File: config.mk
export PLATFORM = sky130hd
export DESIGN_NAME = rxfifo_wr_arbiter
export DESIGN_NICKNAME = d
export VERILOG_FILES = /design/src/rtl/rxfifo_arb_pkg.sv /design/src/rtl/rxfifo_arb_rr_pick.sv /design/src/rtl/rxfifo_wr_arbiter.sv
export SDC_FILE = /design/constraint.sdc
export NUM_CORES = 1
export LEC_CHECK = 0
export BUFFER_PORTS_ARGS = -buffer_cell sky130_fd_sc_hd__buf_2
export CORE_ASPECT_RATIO = 1.75
export CORE_UTILIZATION = 45
export CTS_CLUSTER_DIAMETER = 120
export CTS_CLUSTER_SIZE = 25
export DETAILED_ROUTE_END_ITERATION = 6
export PLACE_DENSITY = 0.86
export SLEW_MARGIN = 20
export SYNTH_ARGS = -nofsm -noshare
export SYNTH_HDL_FRONTEND = slang
export SYNTH_SLANG_ARGS = --single-unit
File: constraint.sdc
create_clock -name clk -period 2.2 [get_ports clk]
set_input_delay 0 -clock clk [delete_from_list [all_inputs] [get_ports clk]]
set_output_delay 0 -clock clk [all_outputs]
set_load 0.02 [all_outputs]
File: src/rtl/rxfifo_arb_pkg.sv
// rxfifo_arb_pkg
// Shared types and constants for the RX FIFO write arbiter.
//   arb_state_e           : arbiter FSM state (IDLE, XFER, DONE)
//   REQ_DESC/LINUX/BEACON : requester index assignment
//   STATS_*_W             : widths of the optional per-requester statistics counters
//   idx_width()           : index width for a requester count (never below 1)
package rxfifo_arb_pkg;

    typedef enum logic [1:0] {
        IDLE = 2'd0,
        XFER = 2'd1,
        DONE = 2'd2
    } arb_state_e;

    localparam int unsigned REQ_DESC   = 0;
    localparam int unsigned REQ_LINUX  = 1;
    localparam int unsigned REQ_BEACON = 2;

    localparam int unsigned STATS_WORD_W  = 32;
    localparam int unsigned STATS_ABORT_W = 16;

    function automatic int unsigned idx_width(input int unsigned n);
        return (n > 1) ? $clog2(n) : 1;
    endfunction

endpackage

File: src/rtl/rxfifo_arb_rr_pick.sv
// rxfifo_arb_rr_pick
// Combinational round-robin pick: the first asserted requester at or after
// rr_ptr, wrapping modulo N_REQ.
//   req     : per-requester request vector
//   rr_ptr  : index that currently holds the highest priority
//   winner  : selected requester index (0 when nothing is requested)
//   any_req : at least one request is asserted
module rxfifo_arb_rr_pick
    import rxfifo_arb_pkg::*;
#(
    parameter  int unsigned N_REQ = 3,
    localparam int unsigned ID_W  = idx_width(N_REQ)
) (
    input  logic [N_REQ-1:0] req,
    input  logic [ID_W-1:0]  rr_ptr,
    output logic [ID_W-1:0]  winner,
    output logic             any_req
);

    logic found;

    // Scan N_REQ positions starting at rr_ptr; the first hit wins.
    always_comb begin
        winner  = '0;
        any_req = |req;
        found   = 1'b0;
        for (int unsigned k = 0; k < N_REQ; k++) begin
            int unsigned idx;
            idx = 32'(rr_ptr) + k;
            if (idx >= N_REQ) begin
                idx = idx - N_REQ;
            end
            if (!found && req[ID_W'(idx)]) begin
                winner = ID_W'(idx);
                found  = 1'b1;
            end
        end
    end

endmodule

File: src/rtl/rxfifo_wr_arbiter.sv
// rxfifo_wr_arbiter
// Arbitrates burst writes from N_REQ requesters (descriptor, linux, beacon)
// into a single RX FIFO. A granted burst runs to its last word or until the
// stall timeout fires; bursts are never preempted. Grants rotate round-robin.
//
// Ports
//   clk, reset_n        : clock, synchronous active-low reset
//   req/req_data/req_last : per-requester word valid, word, end-of-burst
//   req_ack             : combinational word-accepted strobe
//   req_done/req_abort  : one-cycle burst complete / aborted pulses
//   rxfifo_full/overflow: FIFO status inputs
//   rxfifo_wr_en/dwrite : FIFO write port, one cycle after acceptance
//   grant_valid/grant_id: current burst owner
//   overflow_err        : sticky, set by any rxfifo_overflow
//
// Optional feature: define RXFIFO_ARB_STATS_EN to add word_cnt (32 bits per
// requester, counts accepted words) and abort_cnt (16 bits per requester,
// counts aborted bursts).
module rxfifo_wr_arbiter
    import rxfifo_arb_pkg::*;
#(
    parameter  int unsigned DATA_WIDTH    = 32,
    parameter  int unsigned N_REQ         = 3,
    parameter  int unsigned STALL_TIMEOUT = 64,
    localparam int unsigned ID_W          = idx_width(N_REQ)
) (
    input  logic                        clk,
    input  logic                        reset_n,
    input  logic [N_REQ-1:0]            req,
    input  logic [N_REQ*DATA_WIDTH-1:0] req_data,
    input  logic [N_REQ-1:0]            req_last,
    output logic [N_REQ-1:0]            req_ack,
    output logic [N_REQ-1:0]            req_done,
    output logic [N_REQ-1:0]            req_abort,
    input  logic                        rxfifo_full,
    input  logic                        rxfifo_overflow,
    output logic                        rxfifo_wr_en,
    output logic [DATA_WIDTH-1:0]       rxfifo_dwrite,
    output logic                        grant_valid,
    output logic [ID_W-1:0]             grant_id,
    output logic                        overflow_err
`ifdef RXFIFO_ARB_STATS_EN
    ,
    output logic [N_REQ*STATS_WORD_W-1:0]  word_cnt,
    output logic [N_REQ*STATS_ABORT_W-1:0] abort_cnt
`endif
);

    localparam int unsigned CNT_W = $clog2(STALL_TIMEOUT + 1);

    arb_state_e            state_q;
    arb_state_e            state_d;
    logic [ID_W-1:0]       rr_ptr_q;
    logic [ID_W-1:0]       rr_ptr_d;
    logic [CNT_W-1:0]      stall_q;
    logic [CNT_W-1:0]      stall_d;

    logic [ID_W-1:0]       winner;
    logic                  any_req;

    logic                  sel_req;
    logic                  sel_last;
    logic [DATA_WIDTH-1:0] sel_data;
    logic                  accept;
    logic                  timeout_hit;

    logic                  grant_valid_d;
    logic [ID_W-1:0]       grant_id_d;
    logic                  wr_en_d;
    logic [DATA_WIDTH-1:0] dwrite_d;
    logic [N_REQ-1:0]      done_d;
    logic [N_REQ-1:0]      abort_d;

    rxfifo_arb_rr_pick #(
        .N_REQ (N_REQ)
    ) u_rr_pick (
        .req     (req),
        .rr_ptr  (rr_ptr_q),
        .winner  (winner),
        .any_req (any_req)
    );

    // Signals of the requester that owns the current grant.
    assign sel_req  = req[grant_id];
    assign sel_last = req_last[grant_id];
    assign sel_data = req_data[32'(grant_id)*DATA_WIDTH +: DATA_WIDTH];

    // Word acceptance; held off during reset so no ack escapes.
    assign accept = reset_n && (state_q == XFER) && sel_req && !rxfifo_full;

    // This non-accepting cycle would bring the stall count to STALL_TIMEOUT.
    assign timeout_hit = (state_q == XFER) && !accept &&
                         (stall_q == CNT_W'(STALL_TIMEOUT - 1));

    // State register.
    always_ff @(posedge clk) begin
        if (!reset_n) begin
            state_q <= IDLE;
        end else begin
            state_q <= state_d;
        end
    end

    // Next-state logic.
    always_comb begin
        state_d = state_q;
        unique case (state_q)
            IDLE: begin
                if (any_req) begin
                    state_d = XFER;
                end
            end
            XFER: begin
                if ((accept && sel_last) || timeout_hit) begin
                    state_d = DONE;
                end
            end
            DONE: begin
                state_d = IDLE;
            end
            default: begin
                state_d = IDLE;
            end
        endcase
    end

    // Output logic: combinational ack plus next values of registered outputs.
    always_comb begin
        req_ack       = '0;
        wr_en_d       = accept;
        dwrite_d      = accept ? sel_data : rxfifo_dwrite;
        grant_valid_d = grant_valid;
        grant_id_d    = grant_id;
        rr_ptr_d      = rr_ptr_q;
        stall_d       = stall_q;
        done_d        = '0;
        abort_d       = '0;

        if (accept) begin
            req_ack[grant_id] = 1'b1;
        end

        unique case (state_q)
            IDLE: begin
                stall_d = '0;
                if (any_req) begin
                    grant_valid_d = 1'b1;
                    grant_id_d    = winner;
                end
            end
            XFER: begin
                // Any non-accepting cycle counts, whether req is low or FIFO is full.
                stall_d = accept ? '0 : stall_q + CNT_W'(1);
                if (accept && sel_last) begin
                    done_d[grant_id] = 1'b1;
                end else if (timeout_hit) begin
                    abort_d[grant_id] = 1'b1;
                end
            end
            DONE: begin
                stall_d       = '0;
                grant_valid_d = 1'b0;
                rr_ptr_d      = (grant_id == ID_W'(N_REQ - 1)) ? '0 : grant_id + ID_W'(1);
            end
            default: begin
                stall_d = '0;
            end
        endcase
    end

    // Registered outputs and bookkeeping.
    always_ff @(posedge clk) begin
        if (!reset_n) begin
            rr_ptr_q      <= '0;
            stall_q       <= '0;
            grant_valid   <= 1'b0;
            grant_id      <= '0;
            rxfifo_wr_en  <= 1'b0;
            rxfifo_dwrite <= '0;
            req_done      <= '0;
            req_abort     <= '0;
            overflow_err  <= 1'b0;
        end else begin
            rr_ptr_q      <= rr_ptr_d;
            stall_q       <= stall_d;
            grant_valid   <= grant_valid_d;
            grant_id      <= grant_id_d;
            rxfifo_wr_en  <= wr_en_d;
            rxfifo_dwrite <= dwrite_d;
            req_done      <= done_d;
            req_abort     <= abort_d;
            overflow_err  <= overflow_err | rxfifo_overflow;
        end
    end

`ifdef RXFIFO_ARB_STATS_EN
    // Per-requester wrapping statistics.
    for (genvar i = 0; i < N_REQ; i++) begin : g_stats
        logic [STATS_WORD_W-1:0]  words_q;
        logic [STATS_ABORT_W-1:0] aborts_q;

        always_ff @(posedge clk) begin
            if (!reset_n) begin
                words_q  <= '0;
                aborts_q <= '0;
            end else begin
                if (req_ack[i]) begin
                    words_q <= words_q + STATS_WORD_W'(1);
                end
                if (req_abort[i]) begin
                    aborts_q <= aborts_q + STATS_ABORT_W'(1);
                end
            end
        end

        assign word_cnt[i*STATS_WORD_W +: STATS_WORD_W]    = words_q;
        assign abort_cnt[i*STATS_ABORT_W +: STATS_ABORT_W] = aborts_q;
    end
`endif

endmodule

==> results of run 1 <==
per-stage QoR:
| step | total power [mW] | instance area, um^2 | worst slack (ns) | instances |
|---|---|---|---|---|
| 5_1_grt | 2.69 | 4030 | 0.0933 | 578 |
| 2_1_floorplan | 1.60 | 2780 | 0.632 | 319 |
| 6_report | 2.55 | 4030 | 0.248 | 578 |
| 4_1_cts | 2.56 | 4020 | 0.268 | 577 |
| 3_3_place_gp | 1.84 | 3600 | 0.519 | 537 |
| 3_5_place_dp | 1.87 | 3600 | 0.485 | 537 |
power by group:
group          switching, mW  internal [mW]
combinational          0.455          0.365
clock                  0.306          0.341
sequential            0.0410           1.04
area by class of cell:
cell class	count	area (um^2)	area share
Multi-Input combinational cell	239	1560	0.386
Clock buffer	7	76.3	0.0189
Inverter	6	22.5	0.00558
Sequential cell	54	1080	0.268
Clock inverter	1	30.0	0.00745
Timing Repair Buffer	193	1170	0.289
Tap cell	78	97.6	0.0242
state kept, by name, indices dropped and copies added, names as in the netlist, 2 cells and up:
| signal | count |
|---|---|
| grant_id | 2 |
| req_abort | 3 |
| req_done | 3 |
| rr_ptr_q | 2 |
| rxfifo_dwrite | 32 |
| stall_q | 7 |
| state_q | 2 |
routing by layer:
metal / vias up / share of wire / track usage
met2: 128 / 0.55 / 0.484
li1: 1454 / - / -
met1: 1365 / 0.36 / 0.255
met3: 33 / 0.047 / 0.0693
met4: 0 / 0.042 / 0.143
met5: - / 0 / 0
kinds of logic (layout without fill, tap and decap cells):
| logic type | Yosys count | after routing | synth area share |
|---|---|---|---|
| buffers and inverters | 26 | 207 | 0.0536 |
| DFF | 54 | 54 | 0.389 |
| xor gates and xnor gates | 4 | 4 | 0.0126 |
| muxes | 66 | 66 | 0.238 |
| AOI/OAI and AO/OA | 55 | 55 | 0.112 |
| adders and majority gates | 5 | 5 | 0.0225 |
| and+or+nand+nor | 109 | 109 | 0.172 |
tightest hold or removal path: stages:
cell,delay (ns)
buf_2,0.08
a21oi_1,0.06
mux2i_1,0.14
cells in the mapped netlist, types with 2 or more instances:
cell,instances,share of area
a31oi_1,2,0.0045
nor2b_1,5,0.011
dfxtp_1,54,0.39
buf_8,3,0.016
mux2i_1,66,0.24
o21ai_0,4,0.0072
inv_1,6,0.0081
nand2b_1,2,0.0045
xnor2_1,2,0.0063
a21oi_1,37,0.067
nor3_1,6,0.011
o21a_1,3,0.0081
nand3_1,4,0.0072
and3_1,2,0.0045
buf_2,2,0.0036
xor2_1,2,0.0063
clkbuf_1,10,0.014
nand2_1,36,0.049
nand3b_1,3,0.0081
nor2_1,45,0.061
ha_1,5,0.023
buf_4,4,0.011
and2_1,2,0.0045
worst max-delay path by stage:
stage / slack (ns) / to / from
2_1_floorplan: 0.63 / req_ack[2] / grant_id[1]
3_3_place_gp: 0.52 / state_q[0] / grant_id[1]
3_5_place_dp: 0.49 / state_q[0] / grant_id[1]
4_1_cts: 0.27 / req_ack[1] / grant_id[1]
5_1_grt: 0.09 / req_ack[1] / grant_id[0]
6_report: 0.25 / req_ack[1] / grant_id[1]
==> reports/qor.yml, run 1 <==
routing:
  first_pass_iters: 4
  drt_iter0_markers: 112
  drt-total-wl_um: 8390
  route.vias.total: 2980
  wl_per_cell_um: 14.5
  ant_nets: 0
  vias_per_cell: 5.16
  drc: 0
setup_path:
  r2r_slack_ns: 0.43
  slowest_delay_ns: 0.44
  endpoint_kind: "output port"
  cpLargestDelayFamily: "buffers and inverters"
  crit_type: "reg -> out"
  critPathLaunchType: "flop"
  rr_endpoint: "state_q[0]"
  critPathRequiredTime_ns: 2.20
  cp.arrival_ns: 1.95
  path_buf_inv: 2
  worst-path-stages: 6
  r2r-start: "grant_id[1]"
  crit_path_max_fanout: 16
  r2r_cells: 4
  path_cells: "mux2i_1 > o21a_1 > nor3_4 > buf_4 > and2_1 > buf_2"
  slowest_stage: "dfxtp_2"
timing:
  fin_setup_tns_ns: 0
  period_share: 0.887
  maxSlewViolCount: 0
  rsz0062_at_grt: "no"
  max_freq_mhz: 512
  hold_viol_final: 0
  setup-violations-final: 0
  period_minus_slack_ns: 1.95
  relSlewSlack: 0.463
  skew_ns: 0.00628
  worstMarginPinSlew_ns: 0.802
  hold_ws_ns: 0.0197
logic_synthesis:
  async_flop_share: 0
  syn_area_per_cell_um2: 8.71
  synthesis.instances: 319
  synth_fp_nets: 430
  ys_seq_elements: 54
  synth-edff-count: 0
  ys_types: 37
  syn-cell-area_mm2: 0.00278
  seq_area_frac_synth: 0.389
  synth-main-ff-cell: "dfxtp_1"
  yosys_warnings: 0
clocking:
  clk_pin_slew_worst_paths_ns: 0.09
  clockBufferDepth: 2
  post_cts_buffers: 0
  ctsRootBufferMaster: "clkbuf_8"
  cts_sinks: 54
  htreeDepth: 2
  cts_inserted_buffers: 5
  hold_buffers: 32
  tritoncts: "done"
  cts_resized: 0
  clk_latency_ns: 0.30
layout:
  drive_above_1_share: 0.338
  n_fill_cell: 488
  postLayoutCoreUtil: 0.681
  mostFrequentLayoutCells: "buf_2 (151), mux2i_1 (66), dfxtp_1 (53)"
  final_common_cell: "buf_2"
  area_delta_synth_final_pct: 45.1
  layout.nets: 610
  antenna_cells: 0
grt:
  grt_pass1_wl_um: 13000
  globalRoute.totalOverflow: 0
  grt_max_degree: 34
  antenna_found_initial: 0
  grt_pass1_vias: 2972
  grt_usage: 0.266
die:
  start_util: 0.469
  die_w_um: 61.4
  dieArea_mm2: 0.00651
  core_mm2: 0.00593
  core.rowCount: 37
  fp.dieH_um: 106
  boundaryPins: 152
min_path:
  hold_depth: 3
  hold_class: "in -> reg"
  min_from: "req_data[55]"
  min_to: "rxfifo_dwrite[23]"
power_and_ir_drop:
  power_density_mw_per_mm2: 633
  leakage_nw: 1.83
  peakVddDrop_v: 0.000606
run:
  maxCapViolCount: 0
placed_design:
  gp_congestion: 0.840
  io_buffers: 151
  hpwl_um: 5530
status:
  status: "finished clean"
Power figures use the tool's default switching activity.
==> run 2: changes to the inputs <==
- CAP_MARGIN: not set -> 20
- CORE_MARGIN: not set -> 10
- REMOVE_ABC_BUFFERS: not set -> 1
==> run 2 against run 1 <==
  * Fmax rose by 1.3%
  * Clock power is 14% lower
  * Combinational power is 0.6% lower
  * Worst hold slack lost 0.0070 ns
  * Sequential share of layout area is 0.10 points higher
  * Design area shrank 0.37%
  * Worst setup slack better by 0.026 ns
  * First-iteration DRC count rose by 54%
  * Clock skew hardly changed
  * Non-clock buffer count is 2 lower
  * Global-route usage is 8.4 points lower
  * Utilization is 0.25 points lower
  * Critical endpoint unchanged
==> reports/qor.yml, run 2 (same netlist as run 1, synthesis figures left out) <==
timing:
  skew_ns: 0.00664
  period_share: 0.876
  rsz0062_at_grt: "no"
  hold_viol_final: 0
  maxSlewViolCount: 0
  worstMarginPinSlew_ns: 0.540
  period_minus_slack_ns: 1.93
  fin_ws_ns: 0.273
  max_freq_mhz: 519
  relSlewSlack: 0.637
  setup-violations-final: 0
placed_design:
  gp_congestion: 0.891
  hpwl_um: 6870
  place_inst: 535
  dp_slack_ns: 0.520
  place_area_mm2: 0.00359
  io_buffers: 151
power_and_ir_drop:
  leakage_nw: 1.82
  power_density_mw_per_mm2: 610
  total_power_mw: 2.45
  peakVddDrop_v: 0.000366
die:
  start_util: 0.469
  boundaryPins: 152
  die_w_um: 79.4
  dieArea_mm2: 0.00984
  core.rowCount: 37
  fp.dieH_um: 124
  core_mm2: 0.00593
clocking:
  hold_buffers: 32
  cts_sinks: 54
  post_cts_buffers: 0
  cts_resized: 0
  clk_latency_ns: 0.30
  clockBufferDepth: 2
  cts_inserted_buffers: 5
  tritoncts: "done"
  clk_pin_slew_worst_paths_ns: 0.09
  ctsRootBufferMaster: "clkbuf_8"
  htreeDepth: 2
setup_path:
  crit_path_max_fanout: 25
  crit_type: "reg -> out"
  rr_endpoint: "state_q[0]"
  critPathLaunchType: "flop"
  r2r_slack_ns: 0.52
  endpoint_kind: "output port"
  cp.arrival_ns: 1.93
  r2r-start: "stall_q[0]"
  critPathRequiredTime_ns: 2.20
  r2r_cells: 5
layout:
  drive_above_1_share: 0.337
  largest-register: "rxfifo_dwrite"
  n_fill_cell: 526
  design_area_mm2: 0.00402
  area_delta_synth_final_pct: 44.6
  final_common_cell: "buf_2"
  layout.cells.non_filler: 577
  largest_reg_flops: 32
  mostFrequentLayoutCells: "buf_2 (151), mux2i_1 (66), dfxtp_1 (53)"
  layout.nets: 608
  reg.largest.list: "rxfifo_dwrite: 32 flops, stall_q: 7 flops"
grt:
  grt_pass1_vias: 3188
  grt_max_degree: 39
  antenna_found_initial: 0
  grt_pass1_wl_um: 14500
  globalRoute.totalOverflow: 0
  grt_usage: 0.182
routing:
  drc: 0
  wl_per_cell_um: 16.3
  drt-total-wl_um: 9410
  route.vias.total: 2985
  first_pass_iters: 4
  ant_nets: 0
  vias_per_cell: 5.17
  drt_iter0_markers: 173
min_path:
  min_from: "req_data[40]"
  min_to: "rxfifo_dwrite[8]"
  hold_depth: 3
  hold_class: "in -> reg"
status:
  status: "finished clean"
run:
  maxCapViolCount: 0
## run 2: cell types whose count changed in the layout (fill, tap and decap cells not counted)
cell       previous run  this run
buf_4                 8         5
buf_12                1         2
bufinv_16             1         0
clkbuf_1              2         1
clkbuf_8              5         6
clkinv_2              0         1
diode_2               0         1
## run 2: how the worst max path moves through the flow
stage | cells past startpoint | to | slack (ns) | start
final | 7 | req_ack[1] | 0.27 | grant_id[0]
after global routing | 7 | req_ack[1] | 0.13 | grant_id[0]
after CTS | 7 | req_ack[1] | 0.27 | grant_id[0]
after detailed placement | 5 | state_q[0] | 0.52 | stall_q[0]
after global placement | 5 | state_q[0] | 0.61 | stall_q[0]
after floorplan | 4 | req_ack[1] | -2.14 | grant_id[1]
## run 2: per-layer routing
layer | vias up | share of wire | track usage
met1 | 1401 | 0.33 | 0.169
met2 | 108 | 0.57 | 0.352
met3 | 26 | 0.058 | 0.0505
met5 | - | 0 | 0
met4 | 0 | 0.035 | 0.0901
li1 | 1450 | - | -
## run 2: per-stage QoR
| stage | hold WS (ns) | util | setup TNS [ns] |
|---|---|---|---|
| final | 0.0127 | 0.678 | 0 |
| after global routing | 0.00940 | 0.678 | 0 |
| after CTS | 0.00183 | 0.676 | 0 |
| after detailed placement | 0.220 | 0.606 | 0 |
| after global placement | 0.209 | 0.606 | 0 |
| after floorplan | 0.0887 | - | -81.58 |
## run 2: report_power, final
group | leakage, nW | internal, mW | total [mW] | switching, mW
registers | 0.439 | 1.04 | 1.08 | 0.0379
clock network | 0.0482 | 0.255 | 0.557 | 0.302
logic | 1.33 | 0.361 | 0.816 | 0.455
## run 2: critical path: stages (launching register included)
cell	delay, ns
dfxtp_1	0.34
buf_4	0.20
nand3b_1	0.11
o21a_1	0.18
nor3_4	0.23
buf_12	0.24
and2_1	0.15
buf_2	0.16
## run 2: area by class of cell
type | count | area (um^2) | area share
diodes | 1 | 2.50 | 0.000623
clock buffers | 7 | 86.3 | 0.0215
clock inverters | 1 | 5.00 | 0.00125
inverters | 6 | 22.5 | 0.00561
multi-input cells | 239 | 1560 | 0.388
flip-flops and latches | 54 | 1080 | 0.269
well taps | 78 | 97.6 | 0.0243
repair buffers | 191 | 1160 | 0.290
==> run 3: changes to the inputs <==
- CORE_UTILIZATION: 45 -> 40
- PLACE_DENSITY: 0.86 -> 0.81
- clock period: 2.2 -> 1.6 ns (I/O delays scaled with it)
==> run 3 against run 2 <==
  * Clock power rose by 110%
  * Non-clock buffer count is 8 lower
  * Clock-buffer cell count fell by 1
  * Via count decreased by 1.5%
  * Die area rose by 9.9%
  * Sequential share of layout area fell by 0.12 points
  * Largest power group unchanged
  * Worst setup slack worse by 0.26 ns
  * Critical endpoint unchanged
  * Sequential power is 38% higher
  * Clock skew grew 0.0015 ns
  * Worst hold slack lost 0.0093 ns
  * First-iteration DRC count fell by 40%
  * Register-to-register slack lost 0.46 ns
==> reports/qor.yml, run 3 (same netlist as run 1, synthesis figures left out) <==
placed_design:
  dp_slack_ns: 0.0400
  io_buffers: 151
  gp_congestion: 0.837
  hpwl_um: 7070
clocking:
  tritoncts: "done"
  clk_latency_ns: 0.28
  clk_pin_slew_worst_paths_ns: 0.06
  cts_inserted_buffers: 5
  cts_sinks: 54
  clockBufferDepth: 2
  ctsRootBufferMaster: "clkbuf_16"
  htreeDepth: 2
timing:
  rsz0062_at_grt: "yes"
  setup-violations-final: 0
  relSlewSlack: 0.730
  skew_ns: 0.00812
  fin_ws_ns: 0.00981
  maxSlewViolCount: 0
  period_minus_slack_ns: 1.59
  hold_ws_ns: 0.00336
  period_share: 0.994
  max_freq_mhz: 629
  worstMarginPinSlew_ns: 0.405
  hold_viol_final: 0
grt:
  grt_max_degree: 40
  antenna_found_initial: 0
  grt_pass1_vias: 3182
  grt_usage: 0.159
  globalRoute.totalOverflow: 0
  grt_pass1_wl_um: 14600
setup_path:
  r2r_slack_ns: 0.06
  slowest_delay_ns: 0.36
  critPathRequiredTime_ns: 1.60
  r2r-start: "grant_id[1]"
  slowest_stage: "dfxtp_4"
  crit_start: "grant_id[1]"
  crit_type: "reg -> out"
  critPathLaunchType: "flop"
  endpoint_kind: "output port"
  cp.arrival_ns: 1.59
  cpLargestDelayFamily: "flip-flops"
  crit_path_max_fanout: 4
  path_cells: "mux2i_2 > o21a_1 > nor3_4 > buf_12 > and2_1 > buf_4"
  path_buf_inv: 2
layout:
  largest-register: "rxfifo_dwrite"
  drive_above_1_share: 0.380
  reg.largest.list: "rxfifo_dwrite: 32 flops, stall_q: 7 flops"
  final_common_cell: "buf_2"
  antenna_cells: 0
  layout.nets: 600
  area_delta_synth_final_pct: 45.9
  largest_reg_flops: 32
  mostFrequentLayoutCells: "buf_2 (149), mux2i_1 (65), dfxtp_1 (51)"
routing:
  drt-total-wl_um: 9290
  ant_nets: 0
  drt_iter0_markers: 103
  route.vias.total: 2939
  vias_per_cell: 5.12
  first_pass_iters: 4
  wl_per_cell_um: 16.2
  drc: 0
die:
  start_util: 0.408
  dieArea_mm2: 0.0108
  fp.dieH_um: 130
  die_w_um: 83.0
  core_mm2: 0.00681
  boundaryPins: 152
  core.rowCount: 40
run:
  maxCapViolCount: 0
status:
  status: "finished clean"
power_and_ir_drop:
  power_density_mw_per_mm2: 945
  peakVddDrop_v: 0.000615
  leakage_nw: 1.84
min_path:
  hold_class: "in -> reg"
  min_from: "req_data[59]"
-- run 3: changes by cell type in the layout (fill, tap and decap cells not counted), moves of 6 or more --
cell | before | now
clkbuf_16 | 0 | 6
buf_4 | 5 | 14
dlygate4sd3_1 | 33 | 14
clkbuf_8 | 6 | 0
-- run 3: final timing paths --
path / end / depth (start not counted)
worst max-delay path: req_ack[1] / 6
worst min-delay path: rxfifo_dwrite[27] / 3
worst max register to register: rxfifo_dwrite[23] / 6
worst min register to register: stall_q[0] / 1
-- run 3: final cells by class --
type	count	area, um^2
sequential	54	1090
timing repair buffer	183	1090
clock buffer	6	129
fill	620	2750
inverter	6	22.5
multi-input combinational	239	1580
tap	84	105
clock inverter	2	37.5
-- run 3: tightest hold or removal path, stage by stage --
cell	delay [ns]
buf_2	0.08
a21oi_1	0.05
mux2i_1	0.12
-- run 3: per-layer routing --
layer,routed length (um),track usage,up-vias
li1,-,-,1431
met1,3200,0.143,1406
met2,5520,0.328,84
met3,358,0.0324,18
met4,206,0.0714,0
met5,0,0,-
-- run 3: stage by stage --
| step | area [um^2] | util | TNS (ns) | power [mW] | instances |
|---|---|---|---|---|---|
| 6_report | 4050 | 0.596 | 0 | 3.83 | 574 |
| 5_1_grt | 4050 | 0.596 | -0.791 | 4.03 | 574 |
| 4_1_cts | 3990 | 0.587 | -0.00451 | 3.85 | 573 |
| 3_5_place_dp | 3660 | 0.538 | 0 | 2.61 | 549 |
| 3_3_place_gp | 3660 | 0.538 | 0 | 2.56 | 549 |
| 2_1_floorplan | 2650 | - | -113.62 | 2.16 | 299 |
-- run 3: timing repair --
action | in CTS | in global routing
hold endpoints to repair | 14 | 0
setup buffers | 2 | 0
setup endpoints to repair | 2 | 38
resized for setup | 3 | 11
pin swaps | 1 | 0
cloned | 0 | 1
hold buffers | 14 | 0
-- run 3: where the power goes --
| group | internal [mW] | switching, mW |
|---|---|---|
| combinational | 0.516 | 0.636 |
| sequential | 1.43 | 0.0526 |
| clock | 0.739 | 0.454 |
